$ cat config.mk
export PLATFORM = sky130hd
export DESIGN_NAME = prism_cfg_loader
export DESIGN_NICKNAME = d
export VERILOG_FILES = /design/src/rtl/prism_cfg_loader_pkg.sv /design/src/rtl/prism_cfg_fifo.sv /design/src/rtl/prism_cfg_loader.sv
export SDC_FILE = /design/constraint.sdc
export NUM_CORES = 1
export LEC_CHECK = 0
export ABC_CLOCK_PERIOD_IN_PS = 4460
export CORE_AREA = 5 5 141 177
export CTS_CLUSTER_DIAMETER = 100
export DETAILED_ROUTE_END_ITERATION = 7
export DIE_AREA = 0 0 146 182
export DONT_BUFFER_PORTS = 1
export GPL_TIMING_DRIVEN = 0
export PLACE_DENSITY_LB_ADDON = 0.1
export SYNTH_ARGS = -nofsm -noshare
export SYNTH_HDL_FRONTEND = slang
export SYNTH_SLANG_ARGS = --single-unit
$ cat constraint.sdc
create_clock -name clk -period 4.46 [get_ports clk]
set_clock_uncertainty 0.05 [all_clocks]
set_input_delay 0.446 -clock clk [delete_from_list [all_inputs] [get_ports clk]]
set_output_delay 0.446 -clock clk [all_outputs]
set_load 0.01 [all_outputs]
$ cat src/rtl/prism_cfg_loader_pkg.sv
// Shared types and constants for the PRISM config loader: FSM state codes and the staged entry layout.
// Latency: n/a (types only).
// Backpressure: n/a.
package prism_cfg_loader_pkg;

  localparam int CFG_AW = 6;
  localparam int CFG_DW = 32;

  typedef logic [2:0] state_t;

  localparam state_t ST_IDLE    = 3'd0;
  localparam state_t ST_HALT    = 3'd1;
  localparam state_t ST_LOAD    = 3'd2;
  localparam state_t ST_CHECK   = 3'd3;
  localparam state_t ST_RELEASE = 3'd4;

  typedef struct packed {
    logic [CFG_AW-1:0] addr;
    logic [CFG_DW-1:0] data;
  } entry_t;

endpackage

$ cat src/rtl/prism_cfg_fifo.sv
// Synchronous staging FIFO with flush and exact occupancy level.
// Latency: push visible at head the cycle after; level updates the next cycle.
// Backpressure: push while full is dropped (even with a concurrent pop); flush overrides push and pop.
module prism_cfg_fifo #(
  parameter int DEPTH = 8,
  parameter int W     = 38
) (
  input  logic                       clk,
  input  logic                       rst,
  input  logic                       push,
  input  logic [W-1:0]               din,
  input  logic                       pop,
  input  logic                       flush,
  output logic [W-1:0]               dout,
  output logic [$clog2(DEPTH):0]     level,
  output logic                       full,
  output logic                       empty
);

  localparam int PW = $clog2(DEPTH);
  localparam int LW = PW + 1;

  logic [W-1:0]  mem [DEPTH];
  logic [PW-1:0] wr_ptr;
  logic [PW-1:0] rd_ptr;
  logic          do_push;
  logic          do_pop;

  assign full    = (level == LW'(DEPTH));
  assign empty   = (level == '0);
  assign do_push = push && !full && !flush;
  assign do_pop  = pop && !empty && !flush;
  assign dout    = mem[rd_ptr];

  always_ff @(posedge clk) begin
    if (do_push) mem[wr_ptr] <= din;
  end

  // Pointers wrap naturally because DEPTH is a power of two.
  always_ff @(posedge clk) begin
    if (rst || flush) begin
      wr_ptr <= '0;
      rd_ptr <= '0;
      level  <= '0;
    end else begin
      if (do_push) wr_ptr <= wr_ptr + PW'(1);
      if (do_pop)  rd_ptr <= rd_ptr + PW'(1);
      level <= level + LW'(do_push) - LW'(do_pop);
    end
  end

endmodule

$ cat src/rtl/prism_cfg_loader.sv
// Stages (addr,data) writes and streams them into the PRISM debug port under reset; host passes through when idle.
// Latency: start -> RESET_CYCLES halt cycles, one write per cycle (two with PRISM_CFG_LOADER_VERIFY_EN), 1 release cycle.
// Backpressure: none upstream; full-FIFO pushes and busy-time host writes are dropped and flagged sticky.
module prism_cfg_loader
  import prism_cfg_loader_pkg::*;
#(
  parameter int DEPTH        = 8,
  parameter int RESET_CYCLES = 2,
  parameter int AW           = CFG_AW,
  parameter int DW           = CFG_DW
) (
  input  logic                   clk,
  input  logic                   rst,
  input  logic                   cfg_push,
  input  logic [AW-1:0]          cfg_addr,
  input  logic [DW-1:0]          cfg_data,
  input  logic                   start,
  input  logic                   abort,
  input  logic                   clear_err,
  input  logic                   host_wr,
  input  logic [AW-1:0]          host_addr,
  input  logic [DW-1:0]          host_wdata,
  input  logic                   host_reset,
  input  logic                   host_enable,
  input  logic [DW-1:0]          dbg_rdata,
  output logic                   dbg_wr,
  output logic [AW-1:0]          dbg_addr,
  output logic [DW-1:0]          dbg_wdata,
  output logic                   prism_reset,
  output logic                   prism_enable,
  output logic                   busy,
  output logic                   done,
  output logic [$clog2(DEPTH):0] fifo_level,
  output logic                   err_overflow,
  output logic                   err_collide,
  output logic                   err_verify
);

  localparam int LW = $clog2(DEPTH) + 1;
  localparam int CW = (RESET_CYCLES > 1) ? $clog2(RESET_CYCLES) : 1;
  localparam logic [CW-1:0] HALT_LAST = CW'(RESET_CYCLES - 1);

  state_t        state, state_nxt;
  logic [CW-1:0] halt_cnt;
  logic          fifo_push, fifo_pop, fifo_flush, fifo_full, fifo_empty;
  logic          push_ok, last_entry, verify_fail;
  logic [AW-1:0] head_addr;
  logic [DW-1:0] head_data;

  // Abort beats push, so an aborted push never lands in the flushed FIFO.
  assign fifo_push  = cfg_push && !abort;
  assign push_ok    = fifo_push && !fifo_full;
  assign last_entry = (fifo_level == LW'(1)) && !push_ok;
  assign busy       = (state != ST_IDLE);
  assign done       = (state == ST_RELEASE) && !abort;

  prism_cfg_fifo #(.DEPTH(DEPTH), .W(AW + DW)) u_fifo (
    .clk   (clk),
    .rst   (rst),
    .push  (fifo_push),
    .din   ({cfg_addr, cfg_data}),
    .pop   (fifo_pop),
    .flush (fifo_flush),
    .dout  ({head_addr, head_data}),
    .level (fifo_level),
    .full  (fifo_full),
    .empty (fifo_empty)
  );

  always_comb begin
    state_nxt   = state;
    fifo_pop    = 1'b0;
    fifo_flush  = abort;
    verify_fail = 1'b0;
    case (state)
      ST_IDLE:    if (start && !fifo_empty) state_nxt = ST_HALT;
      ST_HALT:    if (halt_cnt == HALT_LAST) state_nxt = ST_LOAD;
`ifdef PRISM_CFG_LOADER_VERIFY_EN
      ST_LOAD:    state_nxt = fifo_empty ? ST_RELEASE : ST_CHECK;
      ST_CHECK: begin
        fifo_pop = 1'b1;
        if (dbg_rdata != head_data) begin
          verify_fail = 1'b1;
          fifo_flush  = 1'b1;
          state_nxt   = ST_RELEASE;
        end else begin
          state_nxt = last_entry ? ST_RELEASE : ST_LOAD;
        end
      end
`else
      ST_LOAD: begin
        fifo_pop = 1'b1;
        if (fifo_empty || last_entry) state_nxt = ST_RELEASE;
      end
`endif
      ST_RELEASE: state_nxt = ST_IDLE;
      default:    state_nxt = ST_IDLE;
    endcase
    if (abort) state_nxt = ST_IDLE;
  end

  always_comb begin
    dbg_wr       = 1'b0;
    dbg_addr     = head_addr;
    dbg_wdata    = head_data;
    prism_reset  = 1'b1;
    prism_enable = 1'b0;
    case (state)
      ST_IDLE: begin
        dbg_wr       = host_wr;
        dbg_addr     = host_addr;
        dbg_wdata    = host_wdata;
        prism_reset  = host_reset;
        prism_enable = host_enable;
      end
      ST_LOAD:    dbg_wr = !fifo_empty;
      ST_RELEASE: prism_reset = 1'b0;
      default:    ;
    endcase
  end

  always_ff @(posedge clk) begin
    if (rst) begin
      state        <= ST_IDLE;
      halt_cnt     <= '0;
      err_overflow <= 1'b0;
      err_collide  <= 1'b0;
    end else begin
      state    <= state_nxt;
      halt_cnt <= ((state == ST_HALT) && (state_nxt == ST_HALT)) ? halt_cnt + CW'(1) : '0;
      if (fifo_push && fifo_full) err_overflow <= 1'b1;
      else if (clear_err)         err_overflow <= 1'b0;
      if (host_wr && busy)        err_collide  <= 1'b1;
      else if (clear_err)         err_collide  <= 1'b0;
    end
  end

`ifdef PRISM_CFG_LOADER_VERIFY_EN
  always_ff @(posedge clk) begin
    if (rst)              err_verify <= 1'b0;
    else if (verify_fail) err_verify <= 1'b1;
    else if (clear_err)   err_verify <= 1'b0;
  end
`else
  logic unused_rdata;
  assign unused_rdata = ^{dbg_rdata, verify_fail};
  assign err_verify   = 1'b0;
`endif

endmodule
==> impl_metrics.yaml, run 1 <==
status:
  status: "complete, no violations"
die:
  core_region_area_mm2: 0.0233
  die_area_mm2: 0.0266
  io_pins: 167
  start_util_pct: 55.4
  die_y_um: 182
  die_x_um: 146
  rows: 63
grt:
  grt_pass1_wl_mm: 43.2
  antenna_found_initial: 0
  gr-total-overflow: 0
  grt_pass1_vias: 7538
  grt_max_degree: 26
  grtUsageTotal_pct: 21.1
layout:
  instances_no_fill: 1198
  n_antenna_cell: 0
  nNetsFinal: 1012
  area_growth_pct: 15.1
  drive_above_1_share_pct: 9.82
synthesis:
  synth_seq_area_share_pct: 73.8
  synth_area_mm2: 0.0129
  synth_async_sr_flop_share_pct: 0
  netlist_instances: 799
  synthesis.nets: 925
  synth-seq-cells: 323
  yosysTopAreaCellShare_pct: 70.9
  ys_types: 41
  yosysMostFrequentCell: "edfxtp_1"
  synth_edf_count: 304
  synth_common_cells: "304 x edfxtp_1, 153 x mux2i_1, 81 x nand2_1"
  ys_top_cells_by_area: "edfxtp_1 71%, mux2i_1 12%, a22oi_1 4.5%, dfxtp_1 3.0%, nand2_1 2.4%"
  synth-warning-count: 0
  syn-mean-instance-area_um2: 16.1
  yosysTopAreaCell: "edfxtp_1"
  ys.flop_type: "edfxtp_1"
cts:
  cts_tree: "done"
  cts-root-buf: "clkbuf_16"
  numCtsBuffers: 31
  cts_htree_levels: 1
  cts_buffer_depth: 3
  cts.clk_slew.worst_paths_ns: 0.06
  clkSinkCount: 323
  clock_latency_ns: 0.54
  cts_resized: 0
critical_path:
  arrival_ns: 2.66
  crit_fanout: 10
  r2r-end: "u_fifo.mem[0][14]"
  startpoint: "state[0]"
  startpoint_type: "flop"
  worstSetupPathType: "reg2out"
  ff2ff_setup_slack_ns: 1.61
  end_kind: "output pin"
  crit_end: "dbg_wdata[2]"
  reg2reg_depth: 7
  critPathRequiredTime_ns: 3.96
  crit-reg2reg-launch: "u_fifo.level[2]"
placed_design:
  dpl_worst_slack_ns: 1.59
  dp_cells: 1105
  place_congestion: 0.753
  io_buffers: 0
  dp_hpwl_mm: 17.9
timing:
  hold_viol_final: 0
  fmax_mhz: 317
  slew_headroom_pct: 32.8
  finalSetupViolCount: 0
  rsz0062_at_grt: "no"
  period_share_pct: 70.8
  drv_slew: 0
  max_slew.worst_pin.slew_ns: 1.01
  timing.hold.ws_ns: 0.0386
  fin_ws_ns: 1.30
  fin_crit_ns: 3.16
power:
  p_sw_share_pct: 19.2
  vdd_drop_max_mv: 0.313
  p_int_mw: 4.74
  power_density_mw_per_mm2: 396
  leakagePower_nw: 4.73
  p_sw_mw: 1.13
  finalPower_mw: 5.87
  comb_power_share_pct: 2.6
  p_seq_share_pct: 57.0
  p_clk_share_pct: 40.4
drt:
  viasPerCell: 5.90
  dr.pass1.iters: 5
  detail-route-antenna-nets: 0
  drcViolationCount: 0
  via_count: 7073
  wl_per_cell_um: 23.5
  totalWireLength_mm: 28.1
  dr.first_iter.drc_count: 525
job:
  cap_violations: 0
worst_hold_path:
  hold_class: "in2reg"
  min_path_cells: 3
## logic make-up (layout without fill, tap and decap cells)
kind of cell	count (synthesis)	after routing	share of synthesized area, %
and+or+nand+nor	165	165	5.81
AOI/OAI and AO/OA	89	89	5.18
muxes	153	153	11.9
buffers and inverters	54	161	1.98
other	1	1	0.0291
adders and majority gates	9	9	0.933
xor gates and xnor gates	5	5	0.340
DFF	323	323	73.8
## power groups by stage
| stage | combinational (mW) | clock, mW | sequential, mW |
|---|---|---|---|
| after floorplan | 0.0669 | 0 | 3.41 |
| after global placement | 0.0848 | 0 | 3.41 |
| after detailed placement | 0.0939 | 0 | 3.41 |
| after CTS | 0.154 | 2.41 | 3.34 |
| after global routing | 0.171 | 2.53 | 3.34 |
| final | 0.153 | 2.37 | 3.34 |
## timing repair
| item | 4_1_cts | 5_1_grt |
|---|---|---|
| endpoints found under the hold margin | 306 | 0 |
| hold buffers | 40 | 0 |
| buffers inserted | 0 | 0 |
## worst min path at each step
| stage | end | start | slack [ns] |
|---|---|---|---|
| after floorplan | flop | u_fifo.rd_ptr[1] | 0.40 |
| after global placement | u_fifo.rd_ptr[1] | u_fifo.rd_ptr[1] | 0.42 |
| after global routing | u_fifo.level[0] | rst | 0.05 |
| after detailed placement | u_fifo.wr_ptr[0] | u_fifo.wr_ptr[0] | 0.46 |
| after CTS | state[2] | rst | 0.02 |
| final | state[2] | rst | 0.04 |
## layer usage
| metal | GRT usage (%) | share of wire [%] |
|---|---|---|
| met4 | 5.16 | 1.9 |
| met1 | 26.9 | 40 |
| met5 | 0 | 0 |
| met3 | 3.22 | 5.9 |
| met2 | 38.1 | 52 |
## registers in the layout, indices dropped and copies added (netlist names), named ones only
register	flops
state	3
halt_cnt	1
u_fifo.rd_ptr	3
u_fifo.level	4
u_fifo.mem	304
err_overflow	1
u_fifo.wr_ptr	3
err_collide	1
## final cells by class
| class | count | area [µm²] |
|---|---|---|
| inverters | 11 | 41.3 |
| fillers | 1676 | 8430 |
| flip-flops and latches | 323 | 9510 |
| plain buffers | 43 | 214 |
| multi-input cells | 422 | 3170 |
| repair buffers | 54 | 614 |
| well taps | 292 | 365 |
| clock buffers | 41 | 833 |
| clock inverters | 12 | 77.6 |
## metrics by stage
step	utilization (%)	area, µm²	setup TNS (ns)
after floorplan	-	12900	0
after global placement	57.0	13200	-259.52
after detailed placement	58.1	13500	0
after CTS	63.8	14800	0
after global routing	63.8	14800	0
final	63.8	14800	0
## cells in the final DEF, fill, tap and decap left out, types with 2 or more instances in the layout
master and count:
clkbuf_8 2, nor2_4 6, buf_6 5, nand2b_1 5, buf_16 2, inv_1 10
clkbuf_16 31, clkinv_1 6, nand3_1 40, xor2_1 4, edfxtp_1 304, mux2i_1 153
buf_1 6, a21oi_1 4, dfxtp_1 19, a22oi_1 77, nand2_1 81, buf_4 13
clkbuf_1 23, buf_12 4, buf_2 12, nor3_2 3, and2_1 3, clkinv_2 5
nor2b_1 3, ha_1 8, nor2_1 15, dlygate4sd3_1 40
## critical path, stage by stage (launching register included)
cell,delay (ns)
dfxtp_1,0.39
nor3_2,0.83
inv_2,0.13
clkbuf_1,0.37
nand3_1,0.26
nand2_1,0.13
No activity file was read; power rests on OpenSTA's default activity.
==> run 2, diff against run 1 <==
--- a/config.mk
+++ b/config.mk
@@ -5,11 +5,11 @@
 export SDC_FILE = /design/constraint.sdc
 export NUM_CORES = 1
 export LEC_CHECK = 0
-export ABC_CLOCK_PERIOD_IN_PS = 4460
-export CORE_AREA = 5 5 141 177
+export ABC_CLOCK_PERIOD_IN_PS = 3230
+export CORE_AREA = 5 5 134 168
 export CTS_CLUSTER_DIAMETER = 100
 export DETAILED_ROUTE_END_ITERATION = 7
-export DIE_AREA = 0 0 146 182
+export DIE_AREA = 0 0 139 173
 export DONT_BUFFER_PORTS = 1
 export GPL_TIMING_DRIVEN = 0
 export PLACE_DENSITY_LB_ADDON = 0.1
==> constraint.sdc (replaced) <==
create_clock -name clk -period 3.23 [get_ports clk]
set_clock_uncertainty 0.05 [all_clocks]
set_input_delay 0.323 -clock clk [delete_from_list [all_inputs] [get_ports clk]]
set_output_delay 0.323 -clock clk [all_outputs]
set_load 0.01 [all_outputs]
==> run 2 against run 1 <==
Net effect: first-iteration DRC count up 12%; power increased by 43%; routed wire length up 0.40%; critical path type unchanged; sequential share of layout area down 0.56 points; critical path depth stayed put; register-to-register slack got worse by 1.2 ns; design area up 0.89%; combinational power up 42%; sequential power is 38% higher; flip-flop and latch count stayed put; largest cell class unchanged; cell count decreased by 1.5%; die area fell by 9.5%.
==> impl_metrics.yaml, run 2 (synthesis results as in run 1) <==
status:
  status: "complete, no violations"
die:
  die_area_mm2: 0.0240
  rows: 59
  die_y_um: 173
  io_pins: 167
  core_region_area_mm2: 0.0207
  die_x_um: 139
  start_util_pct: 62.3
grt:
  gr-total-overflow: 0
  grt_pass1_vias: 7610
  antenna_found_initial: 1
  grtUsageTotal_pct: 23.0
  grt_pass1_wl_mm: 42.6
  grt_max_degree: 25
power:
  p_seq_share_pct: 55.1
  comb_power_share_pct: 2.6
  p_clk_share_pct: 42.3
  p_sw_mw: 1.56
  p_int_mw: 6.82
  vdd_drop_max_mv: 0.513
  finalPower_mw: 8.38
  leakagePower_nw: 4.77
  power_density_mw_per_mm2: 560
  p_sw_share_pct: 18.6
drt:
  routed-wl-met3_mm: 1.83
  dr.first_iter.drc_count: 587
  viasPerCell: 6.08
  drcViolationCount: 0
  met2RoutedLength_mm: 15.1
  wl_per_cell_um: 23.9
  dr.pass1.iters: 5
  detail-route-antenna-nets: 0
  via_count: 7173
  top_layer: "met4"
  totalWireLength_mm: 28.3
  wl_met1_mm: 10.8
cts:
  cts.clk_slew.worst_paths_ns: 0.06
  numCtsBuffers: 30
  cts-root-buf: "clkbuf_16"
  cts_buffer_depth: 3
  clkSinkCount: 323
  cts_htree_levels: 1
  cts_tree: "done"
  clock_latency_ns: 0.53
worst_hold_path:
  min_path_cells: 3
  hold_start: "abort"
  hold_class: "in2reg"
  min_to: "err_overflow"
layout:
  drive_above_1_share_pct: 9.61
  nNetsFinal: 1010
  fillers: 1316
  multi_input_area_mm2: 0.00318
  largest_reg_flops: 304
  largest_registers: "u_fifo.mem: 304 flops, u_fifo.level: 4 flops"
  regMostFlops: "u_fifo.mem"
  final_cell_mix: "304 x edfxtp_1, 153 x mux2i_1, 81 x nand2_1"
  layout_commonest_cell: "edfxtp_1"
  ff_latch_area_mm2: 0.00951
  area_growth_pct: 16.1
critical_path:
  ff2ff_setup_slack_ns: 0.46
  crit-reg2reg-launch: "u_fifo.level[2]"
  reg2reg_depth: 6
  crit_fanout: 10
  worstSetupPathType: "reg2out"
  r2r-end: "u_fifo.mem[3][0]"
  arrival_ns: 2.61
  startpoint_type: "flop"
  end_kind: "output pin"
  critPathRequiredTime_ns: 2.86
timing:
  finalSetupViolCount: 0
  slew_headroom_pct: 40.9
  period_share_pct: 92.4
  max_slew.worst_pin.slew_ns: 0.885
  rsz0062_at_grt: "no"
  hold_viol_final: 0
  fmax_mhz: 335
  fin_crit_ns: 2.98
  timing.hold.ws_ns: 0.100
  drv_slew: 0
job:
  cap_violations: 0
placed_design:
  dp_hpwl_mm: 17.6
  place_congestion: 0.774
  io_buffers: 0
-- run 2: cell types whose count changed in the layout (fill, tap and decap cells not counted), sizes merged --
cell | before | now
buf | 42 | 38
bufinv | 1 | 5
clkbuf | 56 | 53
clkinv | 11 | 8
clkinvlp | 0 | 2
diode | 0 | 1
dlygate4sd3 | 40 | 43
-- run 2: worst max-delay path by stage --
stage	depth (start not counted)	slack, ns	to	from
finish	5	0.25	dbg_addr[3]	state[0]
global route	5	0.20	dbg_wdata[2]	state[0]
CTS	5	0.28	dbg_addr[3]	state[0]
detailed placement	6	0.47	u_fifo.mem[2][14]	u_fifo.level[2]
global placement	5	-1.61	u_fifo.mem[4][15]	u_fifo.level[2]
floorplan	5	0.06	u_fifo.mem[2][0]	u_fifo.level[2]
-- run 2: through the flow --
step	setup TNS [ns]	util, %	setup slack [ns]	instances	area, µm²
6_report	0	72.4	0.246	1180	15000
4_1_cts	0	72.3	0.277	1179	15000
5_1_grt	0	72.4	0.204	1180	15000
2_1_floorplan	0	-	0.0558	799	12900
3_5_place_dp	0	65.4	0.474	1083	13500
3_3_place_gp	-457.31	64.0	-1.61	1073	13200
-- run 2: critical path, cell delays in order, from the launching register on --
cell	delay, ns
dfxtp_1	0.41
nor3_2	0.74
inv_2	0.13
clkbuf_1	0.39
nand3_1	0.26
nand2_1	0.13
-- run 2: area by class of cell --
class | instances | share of cell area [%]
sequential | 323 | 63.6
multi-input combinational | 422 | 21.3
clock buffer | 38 | 5.36
timing repair buffer | 53 | 4.43
tap | 274 | 2.29
buffer | 43 | 1.43
clock inverter | 15 | 1.33
inverter | 11 | 0.276
antenna | 1 | 0.0167
-- run 2: what timing repair did --
item                                   CTS  global route
hold buffers                            43             0
gates resized for setup                  0             0
endpoints found under the hold margin  311             0
buffers inserted                         0             0
-- run 2: power by group through the flow --
| stage | Clock [mW] | Sequential [mW] | Combinational [mW] |
|---|---|---|---|
| detailed placement | 0 | 4.71 | 0.132 |
| finish | 3.55 | 4.62 | 0.217 |
| global placement | 0 | 4.71 | 0.116 |
| floorplan | 0 | 4.71 | 0.0926 |
| global route | 3.75 | 4.62 | 0.238 |
| CTS | 3.57 | 4.62 | 0.216 |
-- run 2: routing by layer --
metal  vias up  track usage (%)
met5         -                0
met2       285             41.3
met4         0             6.32
li1       3256                -
met1      3593             29.2
met3        39             3.48
